[src/rtl/pc_unit_pkg.sv]
`default_nettype none
// ============================================================================
// Module  : pc_unit_pkg
// Purpose : Shared types and codes for the registered PC-source unit:
//           FSM states, branch-condition codes, next-PC source codes and
//           exception cause codes.
// Revision: 1.0  initial release
// ============================================================================
package pc_unit_pkg;

  // Exception sequencing states
  typedef enum logic [1:0] {
    ST_RUN     = 2'd0,
    ST_TRAP    = 2'd1,
    ST_HANDLER = 2'd2
  } pc_state_e;

  // Branch condition codes (cond_mode)
  localparam logic [1:0] COND_EQ = 2'b00;  // alu_zero
  localparam logic [1:0] COND_NE = 2'b01;  // !alu_zero
  localparam logic [1:0] COND_GT = 2'b10;  // alu_gt
  localparam logic [1:0] COND_LE = 2'b11;  // !alu_gt

  // Next-PC source codes (src_sel)
  localparam logic [1:0] SRC_ALU_RESULT = 2'b00;
  localparam logic [1:0] SRC_ALU_OUT    = 2'b01;
  localparam logic [1:0] SRC_JUMP       = 2'b10;
  localparam logic [1:0] SRC_EPC        = 2'b11;

  // Exception cause codes (exc_cause)
  localparam logic [1:0] CAUSE_OPCODE   = 2'd0;
  localparam logic [1:0] CAUSE_OVERFLOW = 2'd1;
  localparam logic [1:0] CAUSE_DIV_ZERO = 2'd2;
  localparam logic [1:0] CAUSE_RESERVED = 2'd3;

endpackage
`default_nettype wire

[src/rtl/pc_source_unit_if.sv]
`default_nettype none
// ============================================================================
// Module  : pc_source_unit_if
// Purpose : Control/ALU-facing bundle of the PC-source unit. The master side
//           (control FSM + ALU) drives the request/data signals; the slave
//           side (pc_source_unit) drives PC, EPC and exception status.
// Revision: 1.0  initial release
// ============================================================================
interface pc_source_unit_if #(
  parameter int WIDTH = 32
);
  logic             pc_write;
  logic             pc_write_cond;
  logic [1:0]       cond_mode;
  logic             alu_zero;
  logic             alu_gt;
  logic [1:0]       src_sel;
  logic [WIDTH-1:0] alu_result;
  logic [WIDTH-1:0] alu_out;
  logic [25:0]      instr_index;
  logic             exc_req;
  logic [1:0]       exc_cause;
  logic [WIDTH-1:0] pc;
  logic [WIDTH-1:0] epc;
  logic             exc_ack;
  logic [1:0]       cause_q;
  logic             in_handler;
  logic             double_fault;

  modport master (
    output pc_write, pc_write_cond, cond_mode, alu_zero, alu_gt, src_sel,
           alu_result, alu_out, instr_index, exc_req, exc_cause,
    input  pc, epc, exc_ack, cause_q, in_handler, double_fault
  );

  modport slave (
    input  pc_write, pc_write_cond, cond_mode, alu_zero, alu_gt, src_sel,
           alu_result, alu_out, instr_index, exc_req, exc_cause,
    output pc, epc, exc_ack, cause_q, in_handler, double_fault
  );

endinterface
`default_nettype wire

[src/rtl/pc_source_unit_pc_next_mux.sv]
`default_nettype none
// ============================================================================
// Module  : pc_next_mux
// Purpose : 4:1 next-PC selector indexed by the src_sel code.
// Revision: 1.0  initial release
// ============================================================================
module pc_next_mux
  import pc_unit_pkg::*;
#(
  parameter int WIDTH = 32
) (
  input  wire logic [1:0]       sel,
  input  wire logic [WIDTH-1:0] in_alu_result,
  input  wire logic [WIDTH-1:0] in_alu_out,
  input  wire logic [WIDTH-1:0] in_jump,
  input  wire logic [WIDTH-1:0] in_epc,
  output logic      [WIDTH-1:0] next_pc
);

  // Pure selection; no priority between sources
  always_comb begin
    next_pc = in_alu_result;
    case (sel)
      SRC_ALU_RESULT: next_pc = in_alu_result;
      SRC_ALU_OUT:    next_pc = in_alu_out;
      SRC_JUMP:       next_pc = in_jump;
      SRC_EPC:        next_pc = in_epc;
      default:        next_pc = in_alu_result;
    endcase
  end

endmodule
`default_nettype wire

[src/rtl/pc_source_unit.sv]
`default_nettype none
// ============================================================================
// Module  : pc_source_unit
// Purpose : Registered PC/EPC unit for the multicycle MIPS datapath. Selects
//           the next PC, qualifies conditional branches and sequences
//           exception entry (RUN->TRAP->HANDLER) and eret, with a sticky
//           double-fault guard for exceptions raised inside the handler.
// Revision: 1.0  initial release
// ============================================================================
module pc_source_unit
  import pc_unit_pkg::*;
#(
  parameter int               WIDTH        = 32,
  parameter logic [WIDTH-1:0] RESET_VECTOR = '0,
  parameter logic [WIDTH-1:0] EXC_BASE     = WIDTH'('h0000_0100),
  parameter int               VEC_STRIDE   = 4,
  parameter logic [WIDTH-1:0] DF_VECTOR    = WIDTH'('h0000_0180),
  parameter int               EPC_OFFSET   = 4
) (
  input wire logic         clk,
  input wire logic         reset_n,
  pc_source_unit_if.slave  bus
);

  pc_state_e        state_q, state_d;
  logic [WIDTH-1:0] pc_q, pc_d;
  logic [WIDTH-1:0] epc_q, epc_d;
  logic [1:0]       cause_lat_q, cause_lat_d;
  logic             exc_ack_q, exc_ack_d;
  logic             in_handler_q, in_handler_d;
  logic             double_fault_q, double_fault_d;

  logic [WIDTH-1:0] jump_target;
  logic [WIDTH-1:0] mux_pc;
  logic [WIDTH-1:0] exc_vector;
  logic             cond_true;
  logic             take;

  // Jump target keeps the PC region bits above bit 27; at WIDTH==28 there are none
  generate
    if (WIDTH > 28) begin : g_jump_region
      assign jump_target = {pc_q[WIDTH-1:28], bus.instr_index, 2'b00};
    end else begin : g_jump_flat
      assign jump_target = {bus.instr_index, 2'b00};
    end
  endgenerate

  assign exc_vector = EXC_BASE + (WIDTH'(bus.exc_cause) * WIDTH'(VEC_STRIDE));

  pc_next_mux #(
    .WIDTH (WIDTH)
  ) u_next_mux (
    .sel           (bus.src_sel),
    .in_alu_result (bus.alu_result),
    .in_alu_out    (bus.alu_out),
    .in_jump       (jump_target),
    .in_epc        (epc_q),
    .next_pc       (mux_pc)
  );

  // Branch qualification from ALU flags
  always_comb begin
    cond_true = 1'b0;
    case (bus.cond_mode)
      COND_EQ: cond_true = bus.alu_zero;
      COND_NE: cond_true = !bus.alu_zero;
      COND_GT: cond_true = bus.alu_gt;
      COND_LE: cond_true = !bus.alu_gt;
      default: cond_true = 1'b0;
    endcase
    take = bus.pc_write | (bus.pc_write_cond & cond_true);
  end

  // Next-state for PC, EPC, cause and exception sequencing
  always_comb begin
    state_d        = state_q;
    pc_d           = pc_q;
    epc_d          = epc_q;
    cause_lat_d    = cause_lat_q;
    exc_ack_d      = 1'b0;
    double_fault_d = double_fault_q;
    case (state_q)
      ST_RUN: begin
        if (bus.exc_req) begin
          // Exception wins over any simultaneous PC write; PC was already incremented
          epc_d       = pc_q - WIDTH'(EPC_OFFSET);
          cause_lat_d = bus.exc_cause;
          pc_d        = exc_vector;
          exc_ack_d   = 1'b1;
          state_d     = ST_TRAP;
        end else if (take) begin
          // eret from RUN just reloads EPC; no state change
          pc_d = mux_pc;
        end
      end
      ST_TRAP: begin
        state_d = ST_HANDLER;
      end
      ST_HANDLER: begin
        if (bus.exc_req) begin
          pc_d           = DF_VECTOR;
          double_fault_d = 1'b1;
        end else if (take) begin
          pc_d = mux_pc;
          if (bus.src_sel == SRC_EPC) begin
            state_d = ST_RUN;
          end
        end
      end
      default: begin
        state_d = ST_RUN;
      end
    endcase
    in_handler_d = (state_d != ST_RUN);
  end

  // State and output registers
  always_ff @(posedge clk or negedge reset_n) begin
    if (!reset_n) begin
      state_q        <= ST_RUN;
      pc_q           <= RESET_VECTOR;
      epc_q          <= '0;
      cause_lat_q    <= CAUSE_OPCODE;
      exc_ack_q      <= 1'b0;
      in_handler_q   <= 1'b0;
      double_fault_q <= 1'b0;
    end else begin
      state_q        <= state_d;
      pc_q           <= pc_d;
      epc_q          <= epc_d;
      cause_lat_q    <= cause_lat_d;
      exc_ack_q      <= exc_ack_d;
      in_handler_q   <= in_handler_d;
      double_fault_q <= double_fault_d;
    end
  end

  assign bus.pc           = pc_q;
  assign bus.epc          = epc_q;
  assign bus.cause_q      = cause_lat_q;
  assign bus.exc_ack      = exc_ack_q;
  assign bus.in_handler   = in_handler_q;
  assign bus.double_fault = double_fault_q;

endmodule
`default_nettype wire

[src/flat_wrapper.sv]
// flat-port wrapper written by rule: the top's interface ports become plain ports
module pc_source_unit_flat import pc_unit_pkg::*;
#(
  parameter int               WIDTH        = 32,
  parameter logic [WIDTH-1:0] RESET_VECTOR = '0,
  parameter logic [WIDTH-1:0] EXC_BASE     = WIDTH'('h0000_0100),
  parameter int               VEC_STRIDE   = 4,
  parameter logic [WIDTH-1:0] DF_VECTOR    = WIDTH'('h0000_0180),
  parameter int               EPC_OFFSET   = 4
)
  (clk, reset_n, bus_pc_write, bus_pc_write_cond, bus_cond_mode, bus_alu_zero, bus_alu_gt, bus_src_sel, bus_alu_result, bus_alu_out, bus_instr_index, bus_exc_req, bus_exc_cause, bus_pc, bus_epc, bus_exc_ack, bus_cause_q, bus_in_handler, bus_double_fault);
  pc_source_unit_if #(.WIDTH(WIDTH)) bus_i ();
  input wire logic clk;
  input wire logic reset_n;
  input wire logic [$bits(bus_i.pc_write)-1:0] bus_pc_write;
  input wire logic [$bits(bus_i.pc_write_cond)-1:0] bus_pc_write_cond;
  input wire logic [$bits(bus_i.cond_mode)-1:0] bus_cond_mode;
  input wire logic [$bits(bus_i.alu_zero)-1:0] bus_alu_zero;
  input wire logic [$bits(bus_i.alu_gt)-1:0] bus_alu_gt;
  input wire logic [$bits(bus_i.src_sel)-1:0] bus_src_sel;
  input wire logic [$bits(bus_i.alu_result)-1:0] bus_alu_result;
  input wire logic [$bits(bus_i.alu_out)-1:0] bus_alu_out;
  input wire logic [$bits(bus_i.instr_index)-1:0] bus_instr_index;
  input wire logic [$bits(bus_i.exc_req)-1:0] bus_exc_req;
  input wire logic [$bits(bus_i.exc_cause)-1:0] bus_exc_cause;
  output wire logic [$bits(bus_i.pc)-1:0] bus_pc;
  output wire logic [$bits(bus_i.epc)-1:0] bus_epc;
  output wire logic [$bits(bus_i.exc_ack)-1:0] bus_exc_ack;
  output wire logic [$bits(bus_i.cause_q)-1:0] bus_cause_q;
  output wire logic [$bits(bus_i.in_handler)-1:0] bus_in_handler;
  output wire logic [$bits(bus_i.double_fault)-1:0] bus_double_fault;
  assign bus_i.pc_write = bus_pc_write;
  assign bus_i.pc_write_cond = bus_pc_write_cond;
  assign bus_i.cond_mode = bus_cond_mode;
  assign bus_i.alu_zero = bus_alu_zero;
  assign bus_i.alu_gt = bus_alu_gt;
  assign bus_i.src_sel = bus_src_sel;
  assign bus_i.alu_result = bus_alu_result;
  assign bus_i.alu_out = bus_alu_out;
  assign bus_i.instr_index = bus_instr_index;
  assign bus_i.exc_req = bus_exc_req;
  assign bus_i.exc_cause = bus_exc_cause;
  assign bus_pc = bus_i.pc;
  assign bus_epc = bus_i.epc;
  assign bus_exc_ack = bus_i.exc_ack;
  assign bus_cause_q = bus_i.cause_q;
  assign bus_in_handler = bus_i.in_handler;
  assign bus_double_fault = bus_i.double_fault;
  pc_source_unit #(.WIDTH(WIDTH), .RESET_VECTOR(RESET_VECTOR), .EXC_BASE(EXC_BASE), .VEC_STRIDE(VEC_STRIDE), .DF_VECTOR(DF_VECTOR), .EPC_OFFSET(EPC_OFFSET)) u_core (.clk(clk), .reset_n(reset_n), .bus(bus_i));
endmodule
[config.mk]
export PLATFORM = sky130hd
export DESIGN_NAME = pc_source_unit_flat
export DESIGN_NICKNAME = d
export VERILOG_FILES = /design/src/rtl/pc_unit_pkg.sv /design/src/rtl/pc_source_unit_if.sv /design/src/rtl/pc_source_unit_pc_next_mux.sv /design/src/rtl/pc_source_unit.sv /design/src/flat_wrapper.sv
export SDC_FILE = /design/constraint.sdc
export NUM_CORES = 1
export LEC_CHECK = 0
export BUFFER_PORTS_ARGS = -buffer_cell sky130_fd_sc_hd__buf_2
export CAP_MARGIN = 10
export CORE_ASPECT_RATIO = 0.8
export CORE_MARGIN = 2
export CORE_UTILIZATION = 45
export CTS_BUF_LIST = sky130_fd_sc_hd__clkbuf_8
export DETAILED_ROUTE_END_ITERATION = 16
export PLACE_DENSITY = 0.89
export SLEW_MARGIN = 10
export SYNTH_ARGS = -nofsm -noshare
export SYNTH_HDL_FRONTEND = slang
export SYNTH_SLANG_ARGS = --single-unit
[constraint.sdc]
create_clock -name clk -period 1.8 [get_ports clk]
set_input_delay 0.09 -clock clk [delete_from_list [all_inputs] [get_ports clk]]
set_output_delay 0.09 -clock clk [all_outputs]
set_load 0.1 [all_outputs]
# Word level (Yosys, flattened, before mapping)
# Cells that the tools add are included.
# classes
eq_ne,8
mux,13
addsub,2
bitwise,2
n_reduce_logical,9
# ops
op,n
one-hot mux 32 bit (4 select lines),1
two-way mux 32 bit,3
one-hot mux 32 bit (2 select lines),1
"subtractor 32 x 3 -> 32 bit, second input constant",1
"adder 9 x 4 -> 10 bit, first input constant",1
"equality test 2 bit, second input constant",5
two-way mux 2 bit,4
"equality test 2 x 1 -> 1 bit, second input constant",3
logical NOT 2 bit,3
one-hot mux 2 bit (3 select lines),1
one-hot mux 1 bit (4 select lines),1
AND reduction 2 bit,2
nonzero test 2 bit,2
logical NOT 1 bit,2
two-way mux 1 bit,2
bitwise AND 1 bit,1
OR 1 bit,1
# word_totals
input_bits,103
register_bits,71

# Logic depth before layout (Yosys ltp)
# logic_depth
depth_word,8
depth_mapped,7
mapped_depth_nobuf,7

# By module
# From an unflattened synthesis, not the netlist that was laid out.
# unflattened
cells_unflattened,334
area_unflattened_um2,3977.6
# modules_own_cells
mod,cells_per_inst,area_per_inst_um2,n_inst,seq_area_each_um2
pc_source_unit,295,3163.0,1,1776.7
pc_next_mux,39,814.5,1,0.0

# Worst setup path after synthesis
# OpenSTA, ideal clock, no wires.
# synth_timing
kind,register to register
from,"register u_core.pc_q[25], in the netlist u_core.bus.pc[25]"
to,"register u_core.epc_q[31], in the netlist u_core.bus.epc[31]"
path_buffers,0
path_stages_with_launch,6
t_arrival_ns,2.259
period_less_slack_ns,2.388
slack_ns,-0.588
cell_sequence,dfrtp_1 -> or4_4 -> or3_4 -> nor4_4 -> xnor2_1 -> o21ai_2
# synth_via
elab_chain_cells,1
# synth_rtl
item,line_no,source
"start, declared",pc_source_unit.sv:26,"logic [WIDTH-1:0] pc_q, pc_d;"
"start signal, assigned",pc_source_unit.sv:129,pc_q <= pc_d;
subtractor 32 x 3 -> 32 bit,pc_source_unit.sv:86,epc_d = pc_q - WIDTH'(EPC_OFFSET);
"end signal, assigned",pc_source_unit.sv:130,epc_q <= epc_d;
"end, declared",pc_source_unit.sv:27,"logic [WIDTH-1:0] epc_q, epc_d;"
# Every way passes these cells.
# A chain may end at the register's enable or synchronous reset.

# Final worst setup path
# layout_timing
from,"register u_core.pc_q[27], in the netlist u_core.bus.pc[27]"
to,"register u_core.epc_q[31], in the netlist u_core.bus.epc[31]"
# The elaborated chain is that of the path after synthesis.

==> flow_summary.toml <==
[timing]
max-slew-margin-rel = 0.6592
whs_ns = 0.09197
timing.final.crit_share = 1.044
fmax_ghz = 0.5321
rsz0062_at_grt = "yes"
setup_viol = 3
tightest_slew_ns = 0.5113
min_period_ns = 1.879
setup_ws_ns = -0.07950
drv_slew = 0
skew_ns = 0.01031
hold_viol = 0

[placement]
gp_congestion = 0.8121
place_hpwl_um = 9183
dp.cells = 659
post_dp_cell_area_um2 = 5265
portBuffers = 171

[logic_synthesis]
synth-seq-area-share = 0.4502
ys_ff_latch = 71
syn_nets = 472
async_reset_ff_frac = 1.000
synth_edf_count = 0
ys_types = 42
syn_inst = 368
syn_avg_cell_area_um2 = 10.72
yosysWarnings = 0
synth_ff_type = "dfrtp_1"
synth_area_um2 = 3946

[pwr]
power.density_nw_per_um2 = 1938
total_leakage_power_nw = 2.652
vdd_drop_max_mv = 1.442

[route]
via_per_inst = 5.563
vias = 3783
drt-initial-drc-count = 223
first_pass_iters = 4
wire_per_inst_um = 18.17
wirelength_um = 12360
drcViolationCount = 0
final_antenna_net_count = 0

[global_routing]
grt_pass1_vias = 3800
grt_pass1_wl_um = 18780
grt_max_degree = 38
grt_overflow_total = 0
antenna_found_initial = 0
grtUsageTotal = 0.2623

[setup_path]
crit_required_ns = 2.03
path_class = "flop to flop"
cp.arrival_ns = 2.11
r2r_start = "u_core.bus.pc[27]$_DFFE_PN0P_"
reg2reg_depth = 5
critPathLaunch = "u_core.bus.pc[27]$_DFFE_PN0P_"
rr_endpoint = "u_core.bus.epc[31]$_DFFE_PN0P_"
critPathLaunchType = "flop"
cp_max_fo = 3
endpoint = "u_core.bus.epc[31]$_DFFE_PN0P_"
ff2ff_setup_slack_ns = -0.08
crit_path_end_kind = "flop"

[layout]
layout.cells.non_filler = 680
syn2layout_area_growth_pct = 40.42
diodes = 0
final_cell_mix = "buf_2 (170), nand2_1 (64), dfrtp_1 (46)"
layout_commonest_cell = "buf_2"
nets = 667
drive_gt1_frac = 0.5229
fillers = 692
fin_area_um2 = 5542

[run_status]
status = "finished, violations left"
failed_checks = "setup timing"

[floorplan]
rows = 30
start_util = 0.4652
fp.dieW_um = 108.7
io_pins = 172
dieArea_um2 = 9540
die_h_um = 87.76
design.core.area_um2 = 8483

[worst_hold_path]
min_from = "bus_exc_req"
hp-class = "input port to flop"

[clock_network]
cts_buffers = 9
tritoncts = "yes"
path_clk_slew_ns = 0.07
cts_root_buffer = "clkbuf_8"
clk_latency_ns = 0.35
cts_htree_levels = 3
clk_path_buf_depth = 2
clock-sinks = 71

[flow_run]
maxCapViolCount = 0
## worst min path at each step
stage	endpoint	slack [ns]	cells past startpoint
floorplan	u_core.bus.cause_q[0]$_DFFE_PN0P_	-0.21	0
global placement	u_core.bus.pc[28]$_DFFE_PN0P_	0.09	1
detailed placement	u_core.bus.pc[31]$_DFFE_PN0P_	0.1	1
CTS	u_core.bus.in_handler$_DFF_PN0_	0.06	3
global route	u_core.bus.double_fault$_DFFE_PN0P_	0.09	3
finish	u_core.bus.in_handler$_DFF_PN0_	0.09	3
## logic make-up (layout without fill, tap and decap cells)
family                     after synthesis  in the layout  share of synthesized area
and+or+nand+nor                        135            135                     0.1699
adders and majority gates                1              1                   0.003170
DFF                                     71             71                     0.4502
AOI/OAI and AO/OA                       71             71                     0.1205
xor gates and xnor gates                26             26                    0.05770
muxes                                   34             34                     0.1687
buffers and inverters                   30            230                    0.02980
## synth_stat cells, drive strengths merged, types with 2 or more instances
library cell | n | area share
nand2b | 3 | 0.0048
inv | 7 | 0.0067
nand3 | 17 | 0.022
nor2 | 14 | 0.013
nor3 | 13 | 0.019
buf | 7 | 0.0079
a31oi | 2 | 0.0032
or3 | 5 | 0.0095
dfrtp | 71 | 0.45
xnor2 | 21 | 0.047
xor2 | 5 | 0.011
o211ai | 2 | 0.0038
or2 | 2 | 0.0032
clkbuf | 15 | 0.014
nor3b | 2 | 0.0038
nor4 | 9 | 0.018
mux4 | 26 | 0.15
nand4b | 2 | 0.0044
mux2i | 8 | 0.020
nand2 | 64 | 0.061
a22o | 24 | 0.054
o21ai | 38 | 0.050
## metal layers
layer | global-route usage | wire length (µm)
met1 | 0.3270 | 5115
met3 | 0.06548 | 809
met2 | 0.4523 | 6274
met4 | 0.08508 | 157
met5 | 0 | 0
## timing repair
action | CTS | global route
pin swaps | 4 | 4
hold endpoints to repair | 39 | 0
setup buffers | 0 | 2
hold buffers | 3 | 0
gates resized for setup | 3 | 12
endpoints found under the setup margin | 5 | 17
## worst max-delay path, cell delays in order, from the launching register on
cell     delay [ns]
dfrtp_4        0.47
or4_4          0.55
or3_4          0.38
nor4_4         0.15
xnor2_1        0.16
o21ai_2        0.06
## through the flow
stage               setup TNS [ns]    util  total power [W]  setup slack, ns
finish                     -0.1626  0.6532          0.01074         -0.07950
global route               -0.7039  0.6532          0.01119          -0.1758
CTS                        -0.1963  0.6453          0.01066         -0.09007
detailed placement         -0.2402  0.6206         0.009513          -0.1327
global placement           -0.1697  0.6206         0.009353         -0.09855
floorplan                   -2.348       -         0.008051          -0.2886
## report_power, final
group | internal [W] | switching [W]
clock | 0.000514 | 0.000588
sequential | 0.00220 | 0.000551
combinational | 0.00143 | 0.00545
## registers in the layout (all words and copies together), names as in the netlist, named ones only
register                 flops
u_core.bus.epc              32
u_core.bus.pc               31
u_core.bus.cause_q           2
u_core.state_q               2
u_core.bus.double_fault      1
u_core.bus.exc_ack           1
u_core.bus.in_handler        1
## cell type report
cell class              instances  area (µm²)  area share
clock buffers                  10       137.6     0.02484
clock inverters                 6       25.02    0.004516
inverters                       8       30.03    0.005419
multi-input cells             267        2200      0.3969
flip-flops and latches         71        1836      0.3312
well taps                     112       140.1     0.02529
repair buffers                206        1174      0.2118
No activity file was read; power rests on OpenSTA's default activity.
